`src/rtl/ksa_controller.sv`:
```
// ksa_controller: RC4 S-array setup (identity fill, then key-scheduling swaps) driving a registered-address 256x8 RAM.
module ksa_controller #(
  parameter int KEY_BYTES = 3
) (
  input  logic                   clk,
  input  logic                   rst,
  input  logic                   start,
  input  logic [KEY_BYTES*8-1:0] secret_key,
  output logic [7:0]             mem_addr,
  output logic [7:0]             mem_data,
  output logic                   mem_wren,
  input  logic [7:0]             mem_q,
  output logic                   busy,
  output logic                   done
);
  localparam int KW = (KEY_BYTES > 1) ? $clog2(KEY_BYTES) : 1;
  typedef enum logic [3:0] {IDLE, INIT, RD_I, LT_I, RD_J, LT_J, WR_I, WR_J, DONE} state_t;
  state_t state_q, state_d;
  logic [7:0] i_q, i_d, j_q, j_d, si_q, si_d, sj_q, sj_d;
  logic [KW-1:0] k_q, k_d;
  logic [7:0] key_bytes [KEY_BYTES];
  for (genvar g = 0; g < KEY_BYTES; g++) begin : g_key
    assign key_bytes[g] = secret_key[(KEY_BYTES-1-g)*8 +: 8];
  end
  always_ff @(posedge clk) begin
    if (rst) begin
      state_q <= IDLE;
      i_q     <= '0;
      j_q     <= '0;
      k_q     <= '0;
      si_q    <= '0;
      sj_q    <= '0;
    end else begin
      state_q <= state_d;
      i_q     <= i_d;
      j_q     <= j_d;
      k_q     <= k_d;
      si_q    <= si_d;
      sj_q    <= sj_d;
    end
  end
  always_comb begin
    state_d = state_q;
    i_d     = i_q;
    j_d     = j_q;
    k_d     = k_q;
    si_d    = si_q;
    sj_d    = sj_q;
    case (state_q)
      IDLE, DONE: if (start) begin
        state_d = INIT;
        i_d     = '0;
        j_d     = '0;
        k_d     = '0;
      end
      INIT: begin
        i_d     = i_q + 8'd1;
        state_d = (i_q == 8'hff) ? RD_I : INIT;
      end
      RD_I: state_d = LT_I;
      LT_I: begin
        si_d    = mem_q;
        j_d     = j_q + mem_q + key_bytes[k_q];
        state_d = RD_J;
      end
      RD_J: state_d = LT_J;
      LT_J: begin
        sj_d    = mem_q;
        state_d = WR_I;
      end
      WR_I: state_d = WR_J;
      WR_J: begin
        k_d     = (k_q == KW'(KEY_BYTES-1)) ? '0 : k_q + KW'(1);
        i_d     = i_q + 8'd1;
        state_d = (i_q == 8'hff) ? DONE : RD_I;
      end
      default: state_d = IDLE;
    endcase
  end
  always_comb begin
    mem_addr = (state_q inside {INIT, RD_I, LT_I, WR_I}) ? i_q :
               (state_q inside {RD_J, LT_J, WR_J}) ? j_q : 8'd0;
    mem_data = (state_q == INIT) ? i_q : (state_q == WR_I) ? sj_q : (state_q == WR_J) ? si_q : 8'd0;
    mem_wren = state_q inside {INIT, WR_I, WR_J};
    busy     = !(state_q inside {IDLE, DONE});
    done     = state_q == DONE;
  end
endmodule
```
`config.mk`:
```
export PLATFORM = sky130hd
export DESIGN_NAME = ksa_controller
export DESIGN_NICKNAME = d
export VERILOG_FILES = /design/src/rtl/ksa_controller.sv
export SDC_FILE = /design/constraint.sdc
export NUM_CORES = 1
export LEC_CHECK = 0
export CORE_ASPECT_RATIO = 0.9
export CORE_UTILIZATION = 30
export DETAILED_ROUTE_END_ITERATION = 8
export PLACE_DENSITY = 0.56
export SETUP_SLACK_MARGIN = 0.15
export SLEW_MARGIN = 20
export SYNTH_ARGS = -nofsm -noshare
export SYNTH_HDL_FRONTEND = slang
export SYNTH_SLANG_ARGS = --single-unit
```
`constraint.sdc`:
```
create_clock -name clk -period 3.6 [get_ports clk]
set_clock_uncertainty 0.05 [all_clocks]
set_input_delay 0.54 -clock clk [delete_from_list [all_inputs] [get_ports clk]]
set_output_delay 0.54 -clock clk [all_outputs]
set_load 0.005 [all_outputs]
```
==> impl_results.md, run 1 <==
- Final setup fails: 0
- Clock Path Buffers: 2
- Compound-Gate Fraction of Synth Area: 20.6%
- FP Rows: 30
- Rel. slew slack: a little over two fifths
- Routability congestion estimate: 0.792
- Root Buffer: clkbuf_8
- Clock share of power: 39.0%
- Max FO, Critical Path: 17
- Detailed-placement wirelength estimate: 5030 µm
- PwrDens: between 300 and 400 nW/µm²
- RSZ-0062 raised after global routing: false
- Cell area after synthesis: 2400 µm²
- Synth Warn #: 0
- Post-synthesis xor/xnor area fraction: under 10%
- Via count: 2257
- Final ANT Viol Nets: 0
- Vias in the first global route: approximately 2300
- Hold Violations, Final: 0
- Endpoint type of the worst setup path: output port
- Layout Nets: about 400
- Worst path required time: 3.01 ns
- Core ar.: 7660 µm²
- Min-delay worst type: register to register
- Worst-path cell chain: nor3b_2 -> a222oi_1 -> inv_1 -> clkdlybuf4s50_1
- Commonest cells after routing, fill and taps aside: clkdlybuf4s50_1, nand2_1, dfxtp_1, nor2_1, a21oi_1
- Sum Neg Setup Slack: 0 ns
- Port Buf Inserts: between 50 and 60
- Gr ovfl total: 0
- Startpoint Class: register
- Hold Slack: 0.411 ns
- Mapped Cells: 305
- Post-synthesis adder-cell area fraction: 10.3%
- #FFs+latches synth: 38
- Commonest non-fill, non-tap cell in the layout: clkdlybuf4s50_1
- H-tree lvl count: 2
- IO Pins: 54
- Drt first pass iters: 6
- Die W: 96.3 µm
- Slowest Stage Delay on Critical Path: around 0.73 ns
- Sink Count: 38
- Register area share after synthesis: 31.7%
- Fmax: 316 MHz
- Internal power: 703 µW
- Fin crit share: between 80 and 90%
- Flop pwr share: 45.1%
- Combinational group share of total power: between 10% and 20%
- Main combinational cell family by area after synthesis: simple AND/OR/NAND/NOR gates
- Status: completed
- Max VDD drop: 0.145 mV
- Layout cell share with drive strength beyond 1: approximately 6.6%
- Largest net degree at the start of global routing: 21
- Sw power: 242 µW
- Simple-gate share of the synthesized area: 23.5%
- Min Tclk post-route: 3.16 ns
- Switching Share: 25.6%
- DIE AREA: between 8000 and 9000 µm²
- N_diodes: 0
- Max_cap viols: 0
- Leak pwr: roughly 1.1 nW
- Most used DFF post-synth: dfxtp_1
- Layout area overhead: 29.2%
- Total GRT Usage: 17.9%
- Post-synth EDFFs: 0
- Chip height: about 87 µm
- Hold buffer count at CTS: 0
- Initial Utilization: 31.4%
- Worst-margin pin slew: 0.844 ns
- Mux cell area share after synthesis: 3.33%
- Critical Path AT: between 2 and 3 ns
- Drt via density: 5.06
- Final WL: 6830 µm
- Wire length per cell: 15.3 µm
- Type of the worst setup path: register to output port
- Avg Inst Size Synth: slightly below 8 µm²
- Mapped Nets: 355
- Worst skew pair latency: 0.30 ns
- CTS tree: yes
- DRC violations left: 0
- Clock transition at path regs: 0.08 ns
- Asr flop ratio synth: 0%
- CTS buffer count: 5
- Post-synthesis cell type count: 46
- First-pass GRT wire length: about 11000 µm
- Initial DRC Count: 144
- CP max stage cell: nor3b_2
- Slew Limit Fails: 0
- Antenna violations before repair: 0
## registers in the layout, indices dropped and copies added (netlist names)
name     cells
i_q          8
k_q          2
si_q         8
j_q          8
sj_q         8
state_q      4
## synthesized netlist by cell type (all sizes together) (4+ instances only)
| cell type | count | area share [%] |
|---|---|---|
| o21ai | 14 | 3.1 |
| a21oi | 25 | 5.2 |
| xnor2 | 10 | 3.6 |
| dfxtp | 38 | 32 |
| buf | 6 | 1.6 |
| nand2b | 4 | 1.0 |
| clkbuf | 13 | 2.0 |
| nor3 | 5 | 1.3 |
| mux2i | 8 | 3.3 |
| nand2 | 51 | 8.0 |
| a222oi | 8 | 3.3 |
| ha | 7 | 3.6 |
| nor2 | 35 | 5.5 |
| nand3 | 9 | 2.4 |
| a22oi | 13 | 4.1 |
| inv | 17 | 2.7 |
| and2 | 4 | 1.1 |
| fa | 8 | 6.7 |
| a211oi | 4 | 1.3 |
## power by group through the flow
| stage | combinational (mW) | clock, mW | sequential (mW) |
|---|---|---|---|
| after floorplan | 0.0836 | 0 | 0.435 |
| after detailed placement | 0.149 | 0 | 0.436 |
| after global placement | 0.148 | 0 | 0.436 |
| after CTS | 0.150 | 0.373 | 0.426 |
| final | 0.150 | 0.369 | 0.426 |
| after global routing | 0.168 | 0.391 | 0.427 |
## layout make-up
class | count | area (µm²)
Fill cell | 816 | 4550
Timing Repair Buffer | 56 | 553
Sequential cell | 38 | 763
Tap cell | 96 | 120
Inverter | 17 | 63.8
Clock inverter | 3 | 40.0
Clock buffer | 5 | 68.8
Multi-Input combinational cell | 231 | 1490
## layer usage
layer / vias up / part of all wire (%) / global-route usage (%)
met2: 69 / 42 / 27.0
met4: 0 / 0.72 / 2.94
met1: 1036 / 49 / 26.5
met3: 7 / 7.8 / 3.49
li1: 1145 / - / -
met5: - / 0 / 0
## logic make-up (layout without fill, tap and decap cells)
logic type      count (synthesis)  in the layout
compound gates                 74             74
xor+xnor                       12             12
fa+ha+maj                      15             15
buf+inv                        36             81
flops                          38             38
mux                             8              8
simple gates                  122            122
## path summary, 6_finish.rpt
check                           cells past startpoint  slack, ns     endpoint       start
worst min-delay path                                2       0.41      sj_q[4]     sj_q[4]
worst max-delay path                                4       0.44  mem_data[2]  state_q[2]
worst min register to register                      2       0.41      sj_q[4]     sj_q[4]
worst max register to register                     11       0.52       j_q[7]      k_q[1]
## what timing repair did
action,4_1_cts,5_1_grt
buffers inserted,0,0
gates resized for setup,0,3
endpoints found under the setup margin,0,3
## through the flow
stage	instance area [µm²]	power, mW	std cells	utilization (%)	setup slack (ns)
5_1_grt	3100	0.986	446	40.5	0.239
2_1_floorplan	2400	0.518	305	-	0.487
6_report	3100	0.946	446	40.5	0.439
4_1_cts	3100	0.950	446	40.5	0.305
3_5_place_dp	2990	0.586	438	39.0	0.198
3_3_place_gp	2990	0.585	438	39.0	0.272
## critical path: cells and delay by family, from the launching register on
kind | cells | cell delay (ns)
AND/OR/NAND/NOR | 1 | 0.73
buffers and inverters | 2 | 0.60
AO/OA/AOI/OAI | 1 | 0.24
flip-flops | 1 | 0.70
Power figures use the tool's default switching activity.
==> run 2: changes to the inputs <==
--- a/config.mk
+++ b/config.mk
@@ -6,6 +6,7 @@
 export NUM_CORES = 1
 export LEC_CHECK = 0
 export CORE_ASPECT_RATIO = 0.9
+export CORE_MARGIN = 8
 export CORE_UTILIZATION = 30
 export DETAILED_ROUTE_END_ITERATION = 8
 export PLACE_DENSITY = 0.56
==> impl_results.md, run 2 (synthesis gave the netlist of run 1 again) <==
- # fillers: 818 (+0.25%)
- Worst-path cell chain: nor2b_2 -> and3_1 -> a222oi_1 -> inv_1 -> clkdlybuf4s50_1
- Drt first pass iters: 5 (-1)
- Status: completed
- Layout Nets: 400 (+0.25%)
- Critical Path AT: 2.58 ns (about the same)
- Final ANT Viol Nets: 0 (unchanged)
- Reg2Reg Depth: 12 (+1)
- Hold Path End: sj_q[7]
- DRC violations left: 0 (unchanged)
- FP Rows: 31 (+3.3%)
- CP delay by family, top: flip-flops
- Max VDD drop: 0.142 mV (-2.0%)
- Placed instance area: 3000 µm² (+0.38%)
- Max FO, Critical Path: 15 (-2)
- Layout cell share with drive strength beyond 1: 6.27% (-0.30 points)
- Switching Share: 22.7% (-2.9 points)
- N_diodes: 0 (unchanged)
- Hold Slack: 0.409 ns (-0.00258 ns)
- Flop pwr share: 41.4% (-3.7 points)
- Routability congestion estimate: 0.837 (+5.6%)
- Combinational group share of total power: 14.7% (-1.2 points)
- CTS buffer count: 5 (unchanged)
- Post-route cell area: 3140 µm² (+1.3%)
- First-pass GRT wire length: 11800 µm (+4.2%)
- Worst-margin pin slew: 0.770 ns (-0.0744 ns)
- PnR Total Power: 1.03 mW (+8.8%)
- R2R Setup Slk: 0.55 ns (+0.03 ns)
- Chip height: 101 µm (+16%)
- Hold_sp: sj_q[7]
- Buf/Inv on CP: 2 (unchanged)
- Wire length per cell: 16.5 µm (+8.0%)
- Die W: 110 µm (+15%)
- Type of the worst setup path: register to output port
- DR top layer: met4
- Leak pwr: 1.14 nW (+1.6%)
- Rel. slew slack: 48.5% (+4.9 points)
- Final WL: 7440 µm (+9.0%)
- Startpoint Class: register
- Drt via density: 5.07 (+0.12%)
- Min Tclk post-route: 3.17 ns (+0.00999 ns)
- Layout area overhead: 30.9%
- Fmax: 315 MHz (-0.32%)
- Sw power: 233 µW (-3.7%)
- Antenna violations before repair: 0 (unchanged)
- Metal2 WL: 3390 µm (+17%)
- Internal power: 795 µW (+13%)
- Layout Cells excl Fill: 450 (+0.90%)
- Max_cap viols: 0 (unchanged)
- Worst path required time: 3.01 ns (about the same)
- H-tree lvl count: 2 (unchanged)
- CP max stage cell: dfxtp_1
- Commonest non-fill, non-tap cell in the layout: clkdlybuf4s50_1
- Via count: 2280 (+1.0%)
- PwrDens: 327 nW/µm² (+7.3%)
- Gr ovfl total: 0 (unchanged)
- Clock transition at path regs: 0.08 ns (about the same)
- Endpoint type of the worst setup path: output port
- Clock share of power: 43.9% (+4.9 points)
- Slowest Stage Delay on Critical Path: 0.69 ns (-0.04 ns)
- Hold depth: 2 (unchanged)
- Capture point of the worst reg-to-reg path: j_q[7]
- Final setup fails: 0 (unchanged)
- IO Pins: 54 (unchanged)
- Post-CTS setup buffer count: 0 (unchanged)
- Min-delay worst type: register to register
- Core ar.: 7910 µm² (+3.3%)
- Hold buffer count at CTS: 0 (unchanged)
- Initial DRC Count: 131 (-9.0%)
- DIE AREA: 11100 µm² (+33%)
- WL met1: 3510 µm (+4.4%)
- Detailed-placement wirelength estimate: 5610 µm (+12%)
- Clock Path Buffers: 2 (unchanged)
- Sum Neg Setup Slack: 0 ns (unchanged)
- Slew Limit Fails: 0 (unchanged)
- Commonest cells after routing, fill and taps aside: clkdlybuf4s50_1, nand2_1, dfxtp_1, nor2_1, a21oi_1
- Total GRT Usage: 13.6% (-4.2 points)
- Hold Violations, Final: 0 (unchanged)
- Placed Instances: 442 (+0.91%)
- Sink Count: 38 (unchanged)
- Worst flop-to-flop path startpoint: k_q[1]
- Met3 wire len: 499 µm (-5.8%)
- Fin crit share: 88.1% (+0.28 points)
- Initial Utilization: 30.4% (-1.0 points)
- CTS tree: yes
- Port Buf Inserts: 53 (unchanged)
- Largest net degree at the start of global routing: 22 (+4.8%)
- Root Buffer: clkbuf_8
- RSZ-0062 raised after global routing: false
- Vias in the first global route: 2280 (+0.93%)
- Worst skew pair latency: 0.29 ns (about the same)
## run 2: changes by cell type in the layout (fill, tap and decap cells not counted)
cell       change
clkinv_2       -2
dfxtp_1        +1
bufinv_16      +1
dfxtp_2        -1
clkbuf_8       +1
buf_4          +1
nor2b_2        -1
nor2b_1        +1
## run 2: power by group through the flow
stage	Clock, mW	Sequential (mW)	Combinational (mW)
final	0.452	0.426	0.151
after detailed placement	0	0.436	0.151
after global routing	0.481	0.426	0.167
after global placement	0	0.436	0.150
after floorplan	0	0.435	0.0836
after CTS	0.461	0.426	0.152
## run 2: layout make-up
cell class | instances | area, µm² | share of cell area, %
Clock buffer | 6 | 82.6 | 2.63
Clock inverter | 2 | 60.1 | 1.91
Inverter | 17 | 63.8 | 2.03
Multi-Input combinational cell | 231 | 1490 | 47.4
Sequential cell | 38 | 762 | 24.2
Tap cell | 99 | 124 | 3.94
Timing Repair Buffer | 57 | 561 | 17.8
## run 2: worst max path at each step
stage	depth (start not counted)	slack (ns)	start	endpoint
floorplan	12	0.49	k_q[1]	j_q[7]
global route	5	0.22	state_q[3]	mem_data[4]
CTS	12	0.33	k_q[1]	j_q[7]
global placement	12	0.28	secret_key[1]	j_q[7]
finish	5	0.43	state_q[3]	mem_data[2]
detailed placement	12	0.23	secret_key[1]	j_q[7]
## run 2: per-layer routing
layer | GRT usage (%) | up-vias
li1 | - | 1143
met4 | 2.76 | 0
met5 | 0 | -
met2 | 21.0 | 74
met3 | 3.45 | 4
met1 | 18.6 | 1059
## run 2: what timing repair did
item / 4_1_cts / 5_1_grt
endpoints found under the hold margin: 0 / 0
gates resized for setup: 0 / 1
endpoints found under the setup margin: 0 / 1
## run 2: per-stage QoR
step	worst slack [ns]	utilization, %
finish	0.429	39.7
global route	0.223	39.7
CTS	0.331	39.7
detailed placement	0.226	37.9
global placement	0.281	37.9
floorplan	0.487	-
## run 2: tightest hold or removal path, stage by stage (launching register included)
cell	delay [ns]
dfxtp_1	0.31
nand2_1	0.05
a21oi_1	0.05
